===== src/rtl/program_loader_pkg.sv =====
// ---------------------------------------------------------------------------
// loader_pkg
// Shared types and constants for the program loader: FSM state encoding,
// error codes reported on err_code, stream byte width and the default frame
// start marker.
// ---------------------------------------------------------------------------
package loader_pkg;

  localparam int BYTE_W = 8;
  localparam int LEN_W  = 12;

  localparam logic [7:0] SYNC_BYTE_DEF = 8'hA5;

  localparam logic [1:0] ERR_NONE = 2'b00;
  localparam logic [1:0] ERR_LEN  = 2'b01;
  localparam logic [1:0] ERR_PAD  = 2'b10;
  localparam logic [1:0] ERR_CSUM = 2'b11;

  typedef enum logic [2:0] {
    IDLE,
    LEN_HI,
    LEN_LO,
    WORD,
    WRITE,
    CSUM,
    DONE,
    ERROR
  } state_t;

  // Length field is 12 bits; only the low nibble of LEN_HI is meaningful.
  function automatic logic [LEN_W-1:0] frame_len(input logic [3:0] hi,
                                                 input logic [7:0] lo);
    return {hi, lo};
  endfunction

endpackage


===== src/rtl/program_loader_if.sv =====
// ---------------------------------------------------------------------------
// program_loader_if
// Valid/ready byte stream feeding the program loader.
//   in_data  : stream byte
//   in_valid : in_data valid (held by the source until accepted)
//   in_ready : sink accepts a byte; transfer on in_valid && in_ready at clk rise
// master = byte source, slave = loader.
// ---------------------------------------------------------------------------
interface program_loader_if;
  import loader_pkg::*;

  logic [BYTE_W-1:0] in_data;
  logic              in_valid;
  logic              in_ready;

  modport master (
    output in_data,
    output in_valid,
    input  in_ready
  );

  modport slave (
    input  in_data,
    input  in_valid,
    output in_ready
  );

endinterface


===== src/rtl/program_loader_word_assembler.sv =====
// ---------------------------------------------------------------------------
// word_assembler
// Collects three big-endian bytes into one instruction word.
//   clk, rst      : clock, async active-low reset
//   clear         : synchronous clear of byte index and shift register
//   byte_en       : a data byte is accepted this cycle
//   byte_data     : the accepted byte
//   word          : assembled word (complete the cycle after word_complete)
//   word_complete : byte_en on the third byte of a word
//   pad_err       : byte_en on the first byte with nonzero bits [7:3]
// ---------------------------------------------------------------------------
module word_assembler
  import loader_pkg::*;
#(
  parameter int INSTR_W = 19
) (
  input  logic               clk,
  input  logic               rst,
  input  logic               clear,
  input  logic               byte_en,
  input  logic [BYTE_W-1:0]  byte_data,
  output logic [INSTR_W-1:0] word,
  output logic               word_complete,
  output logic               pad_err
);

  logic [1:0]         byte_idx;
  logic [INSTR_W-1:0] shift_q;

  assign word          = shift_q;
  assign word_complete = byte_en && (byte_idx == 2'd2);
  assign pad_err       = byte_en && (byte_idx == 2'd0) && (byte_data[7:3] != 5'd0);

  always_ff @(posedge clk or negedge rst) begin
    if (!rst) begin
      byte_idx <= 2'd0;
      shift_q  <= '0;
    end else if (clear) begin
      byte_idx <= 2'd0;
      shift_q  <= '0;
    end else if (byte_en) begin
      if (byte_idx == 2'd0) begin
        // First byte only carries the top three instruction bits.
        shift_q  <= {{(INSTR_W-3){1'b0}}, byte_data[2:0]};
        byte_idx <= 2'd1;
      end else begin
        shift_q  <= {shift_q[INSTR_W-BYTE_W-1:0], byte_data};
        byte_idx <= (byte_idx == 2'd2) ? 2'd0 : byte_idx + 2'd1;
      end
    end
  end

endmodule


===== src/rtl/program_loader.sv =====
// ---------------------------------------------------------------------------
// program_loader
// Loads a framed program image from a byte stream into instruction memory
// and releases the core from reset once the image checksum verifies.
// Frame: SYNC, LEN_HI, LEN_LO, LEN x (3 bytes, big-endian), CSUM.
//
// Ports:
//   clk, rst    : clock, async active-low reset
//   in_bus      : valid/ready byte stream (slave side)
//   reload      : restart request, honoured only in DONE or ERROR
//   imem_we     : one-cycle write strobe
//   imem_addr   : write address, sequential from 0
//   imem_wdata  : write data
//   core_rst    : active-low core reset, released after a good load
//   done, error : load outcome
//   err_code    : 01 bad length, 10 bad pad bits, 11 checksum, 00 none
//
// state  | meaning
// IDLE   | hunting for SYNC, other bytes dropped
// LEN_HI | expecting length high nibble
// LEN_LO | expecting length low byte
// WORD   | receiving instruction bytes
// WRITE  | one-cycle memory write, stream stalled
// CSUM   | expecting checksum byte
// DONE   | load good, core released
// ERROR  | load aborted, core held
// ---------------------------------------------------------------------------
module program_loader
  import loader_pkg::*;
#(
  parameter int         ADDR_W    = 12,
  parameter int         INSTR_W   = 19,
  parameter logic [7:0] SYNC_BYTE = SYNC_BYTE_DEF
) (
  input  logic                clk,
  input  logic                rst,
  program_loader_if.slave     in_bus,
  input  logic                reload,
  output logic                imem_we,
  output logic [ADDR_W-1:0]   imem_addr,
  output logic [INSTR_W-1:0]  imem_wdata,
  output logic                core_rst,
  output logic                done,
  output logic                error,
  output logic [1:0]          err_code
);

  state_t            state;
  logic              in_ready_q;
  logic [3:0]        len_hi_q;
  logic [LEN_W-1:0]  word_cnt;
  logic [BYTE_W-1:0] csum_acc;

  logic              xfer;
  logic              sync_hit;
  logic              reload_hit;
  logic              asm_clear;
  logic              asm_en;
  logic              word_complete;
  logic              pad_err;
  logic [LEN_W-1:0]  len_now;

  assign in_bus.in_ready = in_ready_q;

  assign xfer       = in_bus.in_valid && in_ready_q;
  assign sync_hit   = (state == IDLE) && xfer && (in_bus.in_data == SYNC_BYTE);
  assign reload_hit = reload && ((state == DONE) || (state == ERROR));
  assign asm_clear  = sync_hit || reload_hit;
  assign asm_en     = (state == WORD) && xfer;
  assign len_now    = frame_len(len_hi_q, in_bus.in_data);

  // The assembler's shift register is a flop that holds the finished word
  // throughout the WRITE cycle, so it drives imem_wdata directly.
  word_assembler #(
    .INSTR_W (INSTR_W)
  ) u_word_assembler (
    .clk           (clk),
    .rst           (rst),
    .clear         (asm_clear),
    .byte_en       (asm_en),
    .byte_data     (in_bus.in_data),
    .word          (imem_wdata),
    .word_complete (word_complete),
    .pad_err       (pad_err)
  );

  always_ff @(posedge clk or negedge rst) begin
    if (!rst) begin
      state      <= IDLE;
      in_ready_q <= 1'b1;
      len_hi_q   <= 4'd0;
      word_cnt   <= '0;
      csum_acc   <= '0;
      imem_we    <= 1'b0;
      imem_addr  <= '0;
      core_rst   <= 1'b0;
      done       <= 1'b0;
      error      <= 1'b0;
      err_code   <= ERR_NONE;
    end else begin
      imem_we <= 1'b0;
      case (state)
        IDLE: begin
          if (sync_hit) begin
            state     <= LEN_HI;
            csum_acc  <= '0;
            imem_addr <= '0;
          end
        end

        LEN_HI: begin
          if (xfer) begin
            csum_acc <= csum_acc ^ in_bus.in_data;
            if (in_bus.in_data[7:4] != 4'd0) begin
              state      <= ERROR;
              in_ready_q <= 1'b0;
              error      <= 1'b1;
              err_code   <= ERR_LEN;
            end else begin
              len_hi_q <= in_bus.in_data[3:0];
              state    <= LEN_LO;
            end
          end
        end

        LEN_LO: begin
          if (xfer) begin
            csum_acc <= csum_acc ^ in_bus.in_data;
            word_cnt <= len_now;
            state    <= (len_now == '0) ? CSUM : WORD;
          end
        end

        WORD: begin
          if (xfer) begin
            csum_acc <= csum_acc ^ in_bus.in_data;
            if (pad_err) begin
              state      <= ERROR;
              in_ready_q <= 1'b0;
              error      <= 1'b1;
              err_code   <= ERR_PAD;
            end else if (word_complete) begin
              state      <= WRITE;
              in_ready_q <= 1'b0;
              imem_we    <= 1'b1;
            end
          end
        end

        WRITE: begin
          imem_addr  <= imem_addr + ADDR_W'(1);
          word_cnt   <= word_cnt - LEN_W'(1);
          in_ready_q <= 1'b1;
          // word_cnt still counts the word being written here.
          state      <= (word_cnt == LEN_W'(1)) ? CSUM : WORD;
        end

        CSUM: begin
          if (xfer) begin
            in_ready_q <= 1'b0;
            if (in_bus.in_data == csum_acc) begin
              state    <= DONE;
              done     <= 1'b1;
              core_rst <= 1'b1;
            end else begin
              state    <= ERROR;
              error    <= 1'b1;
              err_code <= ERR_CSUM;
            end
          end
        end

        DONE: begin
          if (reload) begin
            state      <= IDLE;
            in_ready_q <= 1'b1;
            done       <= 1'b0;
            core_rst   <= 1'b0;
          end
        end

        ERROR: begin
          if (reload) begin
            state      <= IDLE;
            in_ready_q <= 1'b1;
            error      <= 1'b0;
            err_code   <= ERR_NONE;
          end
        end

        default: begin
          state      <= IDLE;
          in_ready_q <= 1'b1;
        end
      endcase
    end
  end

endmodule


===== src/flat_wrapper.sv =====
// flat-port wrapper written by rule: the top's interface ports become plain ports
module program_loader_flat import loader_pkg::*;
#(
  parameter int         ADDR_W    = 12,
  parameter int         INSTR_W   = 19,
  parameter logic [7:0] SYNC_BYTE = SYNC_BYTE_DEF
)
  (clk, rst, reload, imem_we, imem_addr, imem_wdata, core_rst, done, error, err_code, in_bus_in_data, in_bus_in_valid, in_bus_in_ready);
  program_loader_if in_bus_i ();
  input  logic clk;
  input  logic rst;
  input  logic reload;
  output logic imem_we;
  output logic [ADDR_W-1:0] imem_addr;
  output logic [INSTR_W-1:0] imem_wdata;
  output logic core_rst;
  output logic done;
  output logic error;
  output logic [1:0] err_code;
  input wire logic [$bits(in_bus_i.in_data)-1:0] in_bus_in_data;
  input wire logic [$bits(in_bus_i.in_valid)-1:0] in_bus_in_valid;
  output wire logic [$bits(in_bus_i.in_ready)-1:0] in_bus_in_ready;
  assign in_bus_i.in_data = in_bus_in_data;
  assign in_bus_i.in_valid = in_bus_in_valid;
  assign in_bus_in_ready = in_bus_i.in_ready;
  program_loader #(.ADDR_W(ADDR_W), .INSTR_W(INSTR_W), .SYNC_BYTE(SYNC_BYTE)) u_core (.clk(clk), .rst(rst), .in_bus(in_bus_i), .reload(reload), .imem_we(imem_we), .imem_addr(imem_addr), .imem_wdata(imem_wdata), .core_rst(core_rst), .done(done), .error(error), .err_code(err_code));
endmodule

===== config.mk =====
export PLATFORM = sky130hd
export DESIGN_NAME = program_loader_flat
export DESIGN_NICKNAME = d
export VERILOG_FILES = /design/src/rtl/program_loader_pkg.sv /design/src/rtl/program_loader_if.sv /design/src/rtl/program_loader_word_assembler.sv /design/src/rtl/program_loader.sv /design/src/flat_wrapper.sv
export SDC_FILE = /design/constraint.sdc
export NUM_CORES = 1
export LEC_CHECK = 0
export ABC_AREA = 1
export BUFFER_PORTS_ARGS = -buffer_cell sky130_fd_sc_hd__buf_2
export CAP_MARGIN = 25
export CORE_MARGIN = 2
export CORE_UTILIZATION = 40
export DETAILED_ROUTE_END_ITERATION = 12
export PLACE_DENSITY = 0.59
export SLEW_MARGIN = 20
export SYNTH_ARGS = -nofsm -noshare
export SYNTH_HDL_FRONTEND = slang
export SYNTH_HIERARCHICAL = 1
export SYNTH_SLANG_ARGS = --single-unit

===== constraint.sdc =====
create_clock -name clk -period 3.06 [get_ports clk]
set_input_delay 0.612 -clock clk [delete_from_list [all_inputs] [get_ports clk]]
set_output_delay 0.612 -clock clk [all_outputs]
set_load 0.05 [all_outputs]

==> flow_metrics.env, run 1 <==
export IMPL_start_util_pct=40.8
export IMPL_root_buffer="clkbuf_8"
export IMPL_firstDrtPassIters=5
export IMPL_cts_tree="done"
export IMPL_drive_gt1_share_pct=17.9
export IMPL_netlist_instances=544
export IMPL_pin_count=50
export IMPL_cts_htree_levels=3
export IMPL_grt_pass1_vias=3127
export IMPL_instances_no_fill=731
export IMPL_dieArea_sq_um=10600
export IMPL_cpLargestDelayFamily="simple AND/OR/NAND/NOR gates"
export IMPL_worst_slack_ns=0.730
export IMPL_hpwl_um=6920
export IMPL_peakVddDrop_v=0.000236
export IMPL_core_sq_um=9640
export IMPL_crit_path_max_fanout=9
export IMPL_grt_pass1_wl_um=15400
export IMPL_ys_warn_count=6
export IMPL_drt_iter0_drc=202
export IMPL_ys_seq_area_share_pct=42.1
export IMPL_crit_type="register to register"
export IMPL_synth_fp_nets=559
export IMPL_grt_overflow=0
export IMPL_tns_ns=0
export IMPL_power_density_nw_per_um2=415
export IMPL_syn_area_sq_um=3930
export IMPL_grt_max_degree=37
export IMPL_critPathSlowestCell="dfrtp_1"
export IMPL_setup_violations=0
export IMPL_ant_nets=0
export IMPL_ys_seq_elements=66
export IMPL_fin_skew_ns=0.00942
export IMPL_max_stage_delay_ns=0.63
export IMPL_cts_buffers=9
export IMPL_startpoint_type="register"
export IMPL_antenna_found_initial=0
export IMPL_cts_sink_count=66
export IMPL_critPathBufInv=4
export IMPL_placed_area_sq_um=4250
export IMPL_cts_setup_buffers=0
export IMPL_place_ws_ns=0.658
export IMPL_period_share_pct=76.1
export IMPL_finalHoldViolCount=0
export IMPL_clk_pin_slew_worst_paths_ns=0.08
export IMPL_critical_path_top_cell_by_count="nand2_1"
export IMPL_final_nets=608
export IMPL_hold_slack_ns=0.360
export IMPL_avgSynthCellArea_sq_um=7.22
export IMPL_fmax_mhz=429
export IMPL_die_height_um=103
export IMPL_die_w_um=103
export IMPL_endpoint_kind="register"
export IMPL_place_congestion=0.920
export IMPL_critPathArrivalTime_ns=2.61
export IMPL_areaGrowthSynthToFinish_pct=13.9
export IMPL_min_period_ns=2.33
export IMPL_port_buffer_count=49
export IMPL_clockBufferDepth=2
export IMPL_cts_resized=0
export IMPL_routedWlPerCell_um=12.9
export IMPL_diodes=0
export IMPL_tightest_slew_ns=0.815
export IMPL_drv_cap=0
export IMPL_required_ns=3.34
export IMPL_rsz0062_at_grt="no"
export IMPL_route_detailed_drc=0
export IMPL_numPlacedInstances=715
export IMPL_fp_row_count=36
export IMPL_cp_cell_sequence="nand2_1 -> nor2_1 -> inv_1 -> nor2_1 -> buf_4 -> nand2_1 -> nor2_1 -> inv_1 -> nand3_1 -> nand2_1 -> nor2_1 -> nand2_1 -> inv_1 -> nand2_1 -> nand2_1"
export IMPL_slew_violations=0
export IMPL_relSlewSlack_pct=45.7
export IMPL_grtUsageTotal_pct=18.7
export IMPL_vias=3550
export IMPL_cts_hold_buf=0
export IMPL_min_delay_path_class="input pin to async pin"
export IMPL_ys_types=37
export IMPL_routed_wl_um=9450
export IMPL_status="finished clean"
export IMPL_viasPerCell=4.86
export IMPL_p_leak_nw=2.41
export IMPL_clk_latency_ns=0.34
export IMPL_postLayoutCellArea_sq_um=4480
final timing paths:
path                                     from                                  end  slack (ns)  cells past startpoint
max in group asynchronous                 rst  u_core/u_word_assembler/byte_idx[1]        2.06                      2
max                           u_core/state[1]                      u_core/state[1]        0.73                     15
max reg2reg                   u_core/state[1]                      u_core/state[1]        0.73                     15
min                                       rst     u_core/u_word_assembler/word[17]        0.36                      1
min in group clk           u_core/err_code[0]                   u_core/err_code[0]        0.48                      2
min reg2reg                u_core/err_code[0]                   u_core/err_code[0]        0.48                      2
power breakdown:
part           internal, W  leakage, nW  switching (W)  total, W
Clock             0.000466        0.110       0.000368  0.000834
Sequential        0.000884        0.762     0.00000905  0.000893
Combinational    0.0000299         1.54       0.000102  0.000131
registers in the layout, summed over array words and instances, names as in the netlist:
signal and cells:
u_core/u_word_assembler/word 19, u_core/done 1, u_core/imem_we 1, u_core/csum_acc 8, u_core/imem_addr 12, u_core/len_hi_q 4
u_core/error 1, u_core/u_word_assembler/byte_idx 2, u_core/word_cnt 12, u_core/state 3, u_core/err_code 2, u_core/in_bus.in_ready 1
stage by stage:
stage          power (W)  util, %
2_1_floorplan   0.000984        -
6_report         0.00186     46.4
3_3_place_gp     0.00104     44.1
5_1_grt          0.00194     46.4
4_1_cts          0.00188     46.4
3_5_place_dp     0.00105     44.1
area by class of cell:
cell class	instances	area (sq um)
inverters	77	292
repair buffers	53	288
flip-flops and latches	66	1650
well taps	133	166
fillers	1029	5160
clock buffers	9	124
multi-input cells	386	1850
clock inverters	7	103
layout by cell type, fill, tap and decap left out, types with 2 or more instances in the layout:
master,synthesis,layout
clkbuf_8,0,9
inv_1,70,70
nor3_1,14,14
xor2_1,4,4
nand4_1,5,5
buf_2,2,49
nor2_1,54,54
dfrtp_1,65,65
clkinv_4,0,3
a21oi_1,7,7
ha_1,3,3
bufinv_16,0,2
nor2_4,3,3
nand2_1,185,185
nand3_1,37,37
buf_4,6,3
o21ai_2,10,10
nor2_2,2,2
nor2_8,3,3
nand2_4,2,2
o211ai_1,2,2
o21ai_1,12,13
o21ai_0,28,27
inv_2,6,6
nand2_2,5,5
worst reg2reg max path: cells and delay by family, from the launching register on:
kind	cells	cell delay, ns
AND/OR/NAND/NOR	11	1.15
flip-flops	1	0.63
buffers and inverters	4	0.49
kinds of logic (layout without fill, tap and decap cells):
| logic type | count (synthesis) | in the layout | synth area share, % |
|---|---|---|---|
| compound gates | 63 | 63 | 9.49 |
| xor+xnor | 5 | 5 | 1.11 |
| fa+ha+maj | 3 | 3 | 0.955 |
| buf+inv | 92 | 146 | 10.9 |
| flops | 66 | 66 | 42.1 |
| simple gates | 315 | 315 | 35.5 |
cell usage after synthesis:
cell type	number	share of area, %
nand2_2	5	0.80
nor2_8	3	1.5
o211ai_2	1	0.32
nand4_1	5	0.80
ha_1	3	0.96
inv_1	70	6.7
and3_1	1	0.16
nand2_1	185	18
nor2_1	54	5.2
nor3_1	14	1.8
inv_4	1	0.16
buf_12	1	0.51
nand4_2	1	0.32
nand3_2	1	0.25
xor2_1	4	0.89
buf_1	1	0.095
nor2_2	2	0.32
o21ai_0	28	3.6
dfrtp_1	65	41
nor3_4	1	0.41
nand2_4	2	0.57
o211ai_1	2	0.38
dfstp_2	1	0.67
nor2_4	3	0.86
o22ai_1	1	0.16
buf_4	6	1.1
xnor2_1	1	0.22
inv_2	6	0.57
buf_2	2	0.25
nor3b_1	1	0.19
o21ai_2	10	2.2
nand3_1	37	4.7
o21ai_1	12	1.5
buf_6	5	1.4
a21oi_1	7	0.89
a21oi_2	1	0.22
a211oi_1	1	0.19
per-layer routing:
| layer | up-vias | routed length [um] | track usage (%) |
|---|---|---|---|
| met5 | - | 0 | 0 |
| met4 | 0 | 70 | 4.55 |
| met3 | 7 | 392 | 3.66 |
| met2 | 75 | 4330 | 28.2 |
| met1 | 1665 | 4660 | 27.7 |
| li1 | 1803 | - | - |
(Power assumes the default switching activity.)
==> run 2, diff against run 1 <==
--- a/config.mk
+++ b/config.mk
@@ -11,7 +11,7 @@
 export CORE_MARGIN = 2
 export CORE_UTILIZATION = 40
 export DETAILED_ROUTE_END_ITERATION = 12
-export PLACE_DENSITY = 0.59
+export PLACE_DENSITY = 0.61
 export SLEW_MARGIN = 20
 export SYNTH_ARGS = -nofsm -noshare
 export SYNTH_HDL_FRONTEND = slang
==> constraint.sdc (replaced) <==
create_clock -name clk -period 2 [get_ports clk]
set_input_delay 0.4 -clock clk [delete_from_list [all_inputs] [get_ports clk]]
set_output_delay 0.4 -clock clk [all_outputs]
set_load 0.05 [all_outputs]
==> flow_metrics.env, run 2 (synthesis results as in run 1) <==
export IMPL_fin_skew_ns=0.0125
export IMPL_routed_wl_um=9290
export IMPL_drv_cap=0
export IMPL_endpoint_kind="register"
export IMPL_hold_slack_ns=0.369
export IMPL_worst_slack_ns=0.197
export IMPL_clk_pin_slew_worst_paths_ns=0.08
export IMPL_period_share_pct=90.1
export IMPL_clockBufferDepth=2
export IMPL_routedWlPerCell_um=12.5
export IMPL_relSlewSlack_pct=70.2
export IMPL_areaGrowthSynthToFinish_pct=16.7
export IMPL_ant_nets=0
export IMPL_peakVddDrop_v=0.000274
export IMPL_final_nets=620
export IMPL_tns_ns=0
export IMPL_grt_overflow=0
export IMPL_critPathArrivalTime_ns=2.10
export IMPL_root_buffer="clkbuf_8"
export IMPL_pin_count=50
export IMPL_drive_gt1_share_pct=20.3
export IMPL_grt_busiest_layer="met2"
export IMPL_drt_iter0_drc=182
export IMPL_tightest_slew_ns=0.446
export IMPL_die_w_um=103
export IMPL_firstDrtPassIters=5
export IMPL_vias=3556
export IMPL_grt_pass1_wl_um=15400
export IMPL_core_sq_um=9640
export IMPL_route_detailed_drc=0
export IMPL_use_met1_pct=26.6
export IMPL_grt_max_degree=52
export IMPL_port_buffer_count=49
export IMPL_min_delay_path_class="input pin to register"
export IMPL_crit_path_max_fanout=17
export IMPL_numPlacedInstances=724
export IMPL_place_ws_ns=0.124
export IMPL_p_leak_nw=2.47
export IMPL_cts_htree_levels=3
export IMPL_crit_type="register to register"
export IMPL_die_height_um=103
export IMPL_setup_violations=0
export IMPL_diodes=0
export IMPL_hpwl_um=6860
export IMPL_utilization_pct=47.6
export IMPL_largest_reg_flops=19
export IMPL_fp_row_count=36
export IMPL_instances_no_fill=743
export IMPL_final_common_cell="nand2_1"
export IMPL_viasPerCell=4.79
export IMPL_status="finished clean"
export IMPL_cts_sink_count=66
export IMPL_power_density_nw_per_um2=594
export IMPL_dieArea_sq_um=10600
export IMPL_antenna_found_initial=0
export IMPL_grt_pass1_vias=3198
export IMPL_start_util_pct=40.8
export IMPL_cts_tree="done"
export IMPL_required_ns=2.29
export IMPL_grt_use_met3_pct=3.66
export IMPL_slew_violations=0
export IMPL_grtUsageTotal_pct=18.5
export IMPL_min_period_ns=1.80
export IMPL_startpoint_type="register"
export IMPL_finalHoldViolCount=0
export IMPL_clk_latency_ns=0.35
export IMPL_place_congestion=0.853
export IMPL_fmax_mhz=555
export IMPL_layout_common_cells="nand2_1, inv_1, dfrtp_1, nor2_1, buf_2"
export IMPL_met2_usage_pct=28.0
export IMPL_cts_buffers=9
## run 2: cell count changes in the layout (fill, tap and decap cells not counted), sizes merged
cell         before  now
buf              53   64
bufinv            2    1
clkinv            3    4
dlygate4sd3       0    1
## run 2: through the flow
| step | power (W) | area (sq um) |
|---|---|---|
| after floorplan | 0.00151 | 3940 |
| after global placement | 0.00160 | 4320 |
| after detailed placement | 0.00160 | 4320 |
| after CTS | 0.00276 | 4530 |
| after global routing | 0.00283 | 4590 |
| final | 0.00272 | 4590 |
## run 2: final timing paths
check | depth (start not counted) | slack [ns] | startpoint | end
worst min-delay path | 3 | 0.37 | in_bus_in_data[0] | u_core/u_word_assembler/word[0]
worst max-delay path | 10 | 0.20 | u_core/in_bus.in_ready | u_core/u_word_assembler/word[3]
min in group asynchronous | 2 | 0.52 | rst | u_core/csum_acc[0]
worst min register to register | 2 | 0.48 | u_core/u_word_assembler/word[17] | u_core/u_word_assembler/word[17]
worst max register to register | 10 | 0.20 | u_core/in_bus.in_ready | u_core/u_word_assembler/word[3]
max in group asynchronous | 3 | 0.82 | rst | u_core/in_bus.in_ready
## run 2: area by class of cell
type / instances / area (sq um)
flip-flops and latches: 66 / 1650
multi-input cells: 386 / 1880
clock inverters: 7 / 77.6
well taps: 133 / 166
clock buffers: 9 / 124
fillers: 1018 / 5050
repair buffers: 65 / 393
inverters: 77 / 292
## run 2: per-layer routing
| metal | up-vias | share of wire, % |
|---|---|---|
| met5 | - | 0 |
| met2 | 80 | 44 |
| met1 | 1638 | 50 |
| met4 | 0 | 1.5 |
| li1 | 1825 | - |
| met3 | 13 | 4.1 |
## run 2: worst max-delay path, stage by stage, from the launching register on
cell,delay [ns]
dfstp_2,0.56
nand2_4,0.09
nor2_1,0.20
nand4_2,0.15
o21ai_1,0.10
buf_4,0.16
nor2_8,0.08
nor2_4,0.14
buf_4,0.15
nand2_1,0.06
nand2_1,0.05
## run 2: repair_timing
item,4_1_cts,5_1_grt
setup buffers,0,2
endpoints found under the setup margin,0,8
gates resized for setup,0,8
hold buffers,1,0
hold endpoints to repair,15,0
## run 2: power breakdown
part / total [W] / switching (W) / internal [W]
logic: 0.000209 / 0.000158 / 0.0000510
clock network: 0.00115 / 0.000565 / 0.000583
registers: 0.00137 / 0.0000134 / 0.00135
total: 0.00272 / 0.000736 / 0.00199
==> run 3, diff against run 2 <==
==> constraint.sdc (replaced) <==
create_clock -name clk -period 2 [get_ports clk]
set_input_delay 0.4 -clock clk [delete_from_list [all_inputs] [get_ports clk]]
set_output_delay 0.4 -clock clk [all_outputs]
set_load 0.02 [all_outputs]
==> flow_metrics.env, run 3 (synthesis results as in run 1) <==
export IMPL_vias=3574
export IMPL_port_buffer_count=49
export IMPL_status="finished clean"
export IMPL_grt_max_degree=67
export IMPL_drv_cap=0
export IMPL_fmax_mhz=538
export IMPL_multi_input_area_sq_um=1880
export IMPL_root_buffer="clkbuf_8"
export IMPL_final_nets=618
export IMPL_endpoint_kind="register"
export IMPL_fin_skew_ns=0.0102
export IMPL_slew_violations=0
export IMPL_rsz0062_at_grt="no"
export IMPL_tns_ns=0
export IMPL_regArea_sq_um=1650
export IMPL_die_w_um=103
export IMPL_grtUsageTotal_pct=19.0
export IMPL_firstDrtPassIters=5
export IMPL_fp_row_count=36
export IMPL_cts_htree_levels=3
export IMPL_fillCellCount=1006
export IMPL_ant_nets=0
export IMPL_place_ws_ns=0.0951
export IMPL_cts_sink_count=66
export IMPL_grt_overflow=0
export IMPL_areaGrowthSynthToFinish_pct=17.0
export IMPL_crit_path_max_fanout=17
export IMPL_cts_buffers=9
export IMPL_die_height_um=103
export IMPL_crit_type="register to register"
export IMPL_core_sq_um=9640
export IMPL_drt_iter0_drc=240
export IMPL_clk_pin_slew_worst_paths_ns=0.08
export IMPL_min_period_ns=1.86
export IMPL_diodes=0
export IMPL_power_density_nw_per_um2=611
export IMPL_dieArea_sq_um=10600
export IMPL_grt_pass1_vias=3295
export IMPL_critPathArrivalTime_ns=2.09
export IMPL_routed_wl_um=9460
export IMPL_relSlewSlack_pct=69.4
export IMPL_placed_area_sq_um=4320
export IMPL_setup_violations=0
export IMPL_period_share_pct=93.0
export IMPL_postLayoutCellArea_sq_um=4600
export IMPL_place_congestion=0.913
export IMPL_startpoint_type="register"
export IMPL_grt_pass1_wl_um=15700
export IMPL_cts_tree="done"
export IMPL_required_ns=2.23
export IMPL_peakVddDrop_v=0.000331
export IMPL_pin_count=50
export IMPL_antenna_found_initial=0
export IMPL_routedWlPerCell_um=12.8
export IMPL_drive_gt1_share_pct=19.9
export IMPL_min_delay_path_class="input pin to async pin"
export IMPL_tightest_slew_ns=0.458
export IMPL_hpwl_um=6870
export IMPL_route_detailed_drc=0
export IMPL_worst_slack_ns=0.141
export IMPL_final_common_cell="nand2_1"
export IMPL_start_util_pct=40.8
export IMPL_clockBufferDepth=2
export IMPL_finalHoldViolCount=0
export IMPL_largest_reg_flops=19
export IMPL_viasPerCell=4.82
export IMPL_clk_latency_ns=0.34
export IMPL_layout_common_cells="nand2_1, inv_1, dfrtp_1, nor2_1, buf_2"
export IMPL_p_leak_nw=2.48
run 3: path summary, 6_finish.rpt:
kind,start,end,slack [ns],cells after the start
max,u_core/state[2],u_core/u_word_assembler/word[4],0.14,12
min,rst,u_core/word_cnt[1],0.06,2
max reg2reg,u_core/state[2],u_core/u_word_assembler/word[4],0.14,12
min reg2reg,u_core/u_word_assembler/word[18],u_core/u_word_assembler/word[18],0.47,2
max in group asynchronous,rst,u_core/in_bus.in_ready,1.60,2
min in group clk,in_bus_in_data[0],u_core/u_word_assembler/word[0],0.39,3
run 3: what timing repair did:
| action | 4_1_cts | 5_1_grt |
|---|---|---|
| setup buffers | 0 | 1 |
| endpoints found under the hold margin | 0 | 0 |
| setup endpoints to repair | 0 | 21 |
| resized for setup | 0 | 10 |
| hold buffers | 0 | 0 |
run 3: per-layer routing:
metal / vias up / track usage (%) / routed length, um
li1: 1819 / - / -
met3: 13 / 3.80 / 397
met4: 0 / 7.59 / 192
met2: 89 / 29.1 / 4260
met1: 1653 / 26.6 / 4610
met5: - / 0 / 0
run 3: report_power, final:
group	switching (W)	internal, W
Combinational	0.000117	0.0000498
Sequential	0.0000131	0.00135
Clock	0.000539	0.000738
Total	0.000668	0.00214
run 3: layout make-up:
cell class / instances / share of cell area (%)
sequential: 66 / 35.9
clock buffer: 10 / 2.99
multi-input combinational: 386 / 40.8
timing repair buffer: 63 / 8.24
tap: 133 / 3.62
clock inverter: 6 / 1.96
inverter: 77 / 6.39
run 3: critical path, stage by stage (launching register included):
cell	delay [ns]
dfrtp_1	0.41
buf_4	0.19
inv_4	0.06
nand2_4	0.10
nor2_4	0.05
nand4_2	0.11
o21ai_1	0.08
buf_4	0.16
nor2_8	0.25
nor2_4	0.08
buf_12	0.15
nand2_1	0.06
nand2_1	0.05
run 3: stage by stage:
step           cells  power, W  hold slack [ns]  utilization (%)
6_report         741   0.00281           0.0609             47.7
3_3_place_gp     724   0.00156            0.456             44.8
4_1_cts          740   0.00286           0.0728             47.1
5_1_grt          741   0.00293           0.0648             47.7
3_5_place_dp     724   0.00156            0.454             44.8
2_1_floorplan    544   0.00147            0.104                -
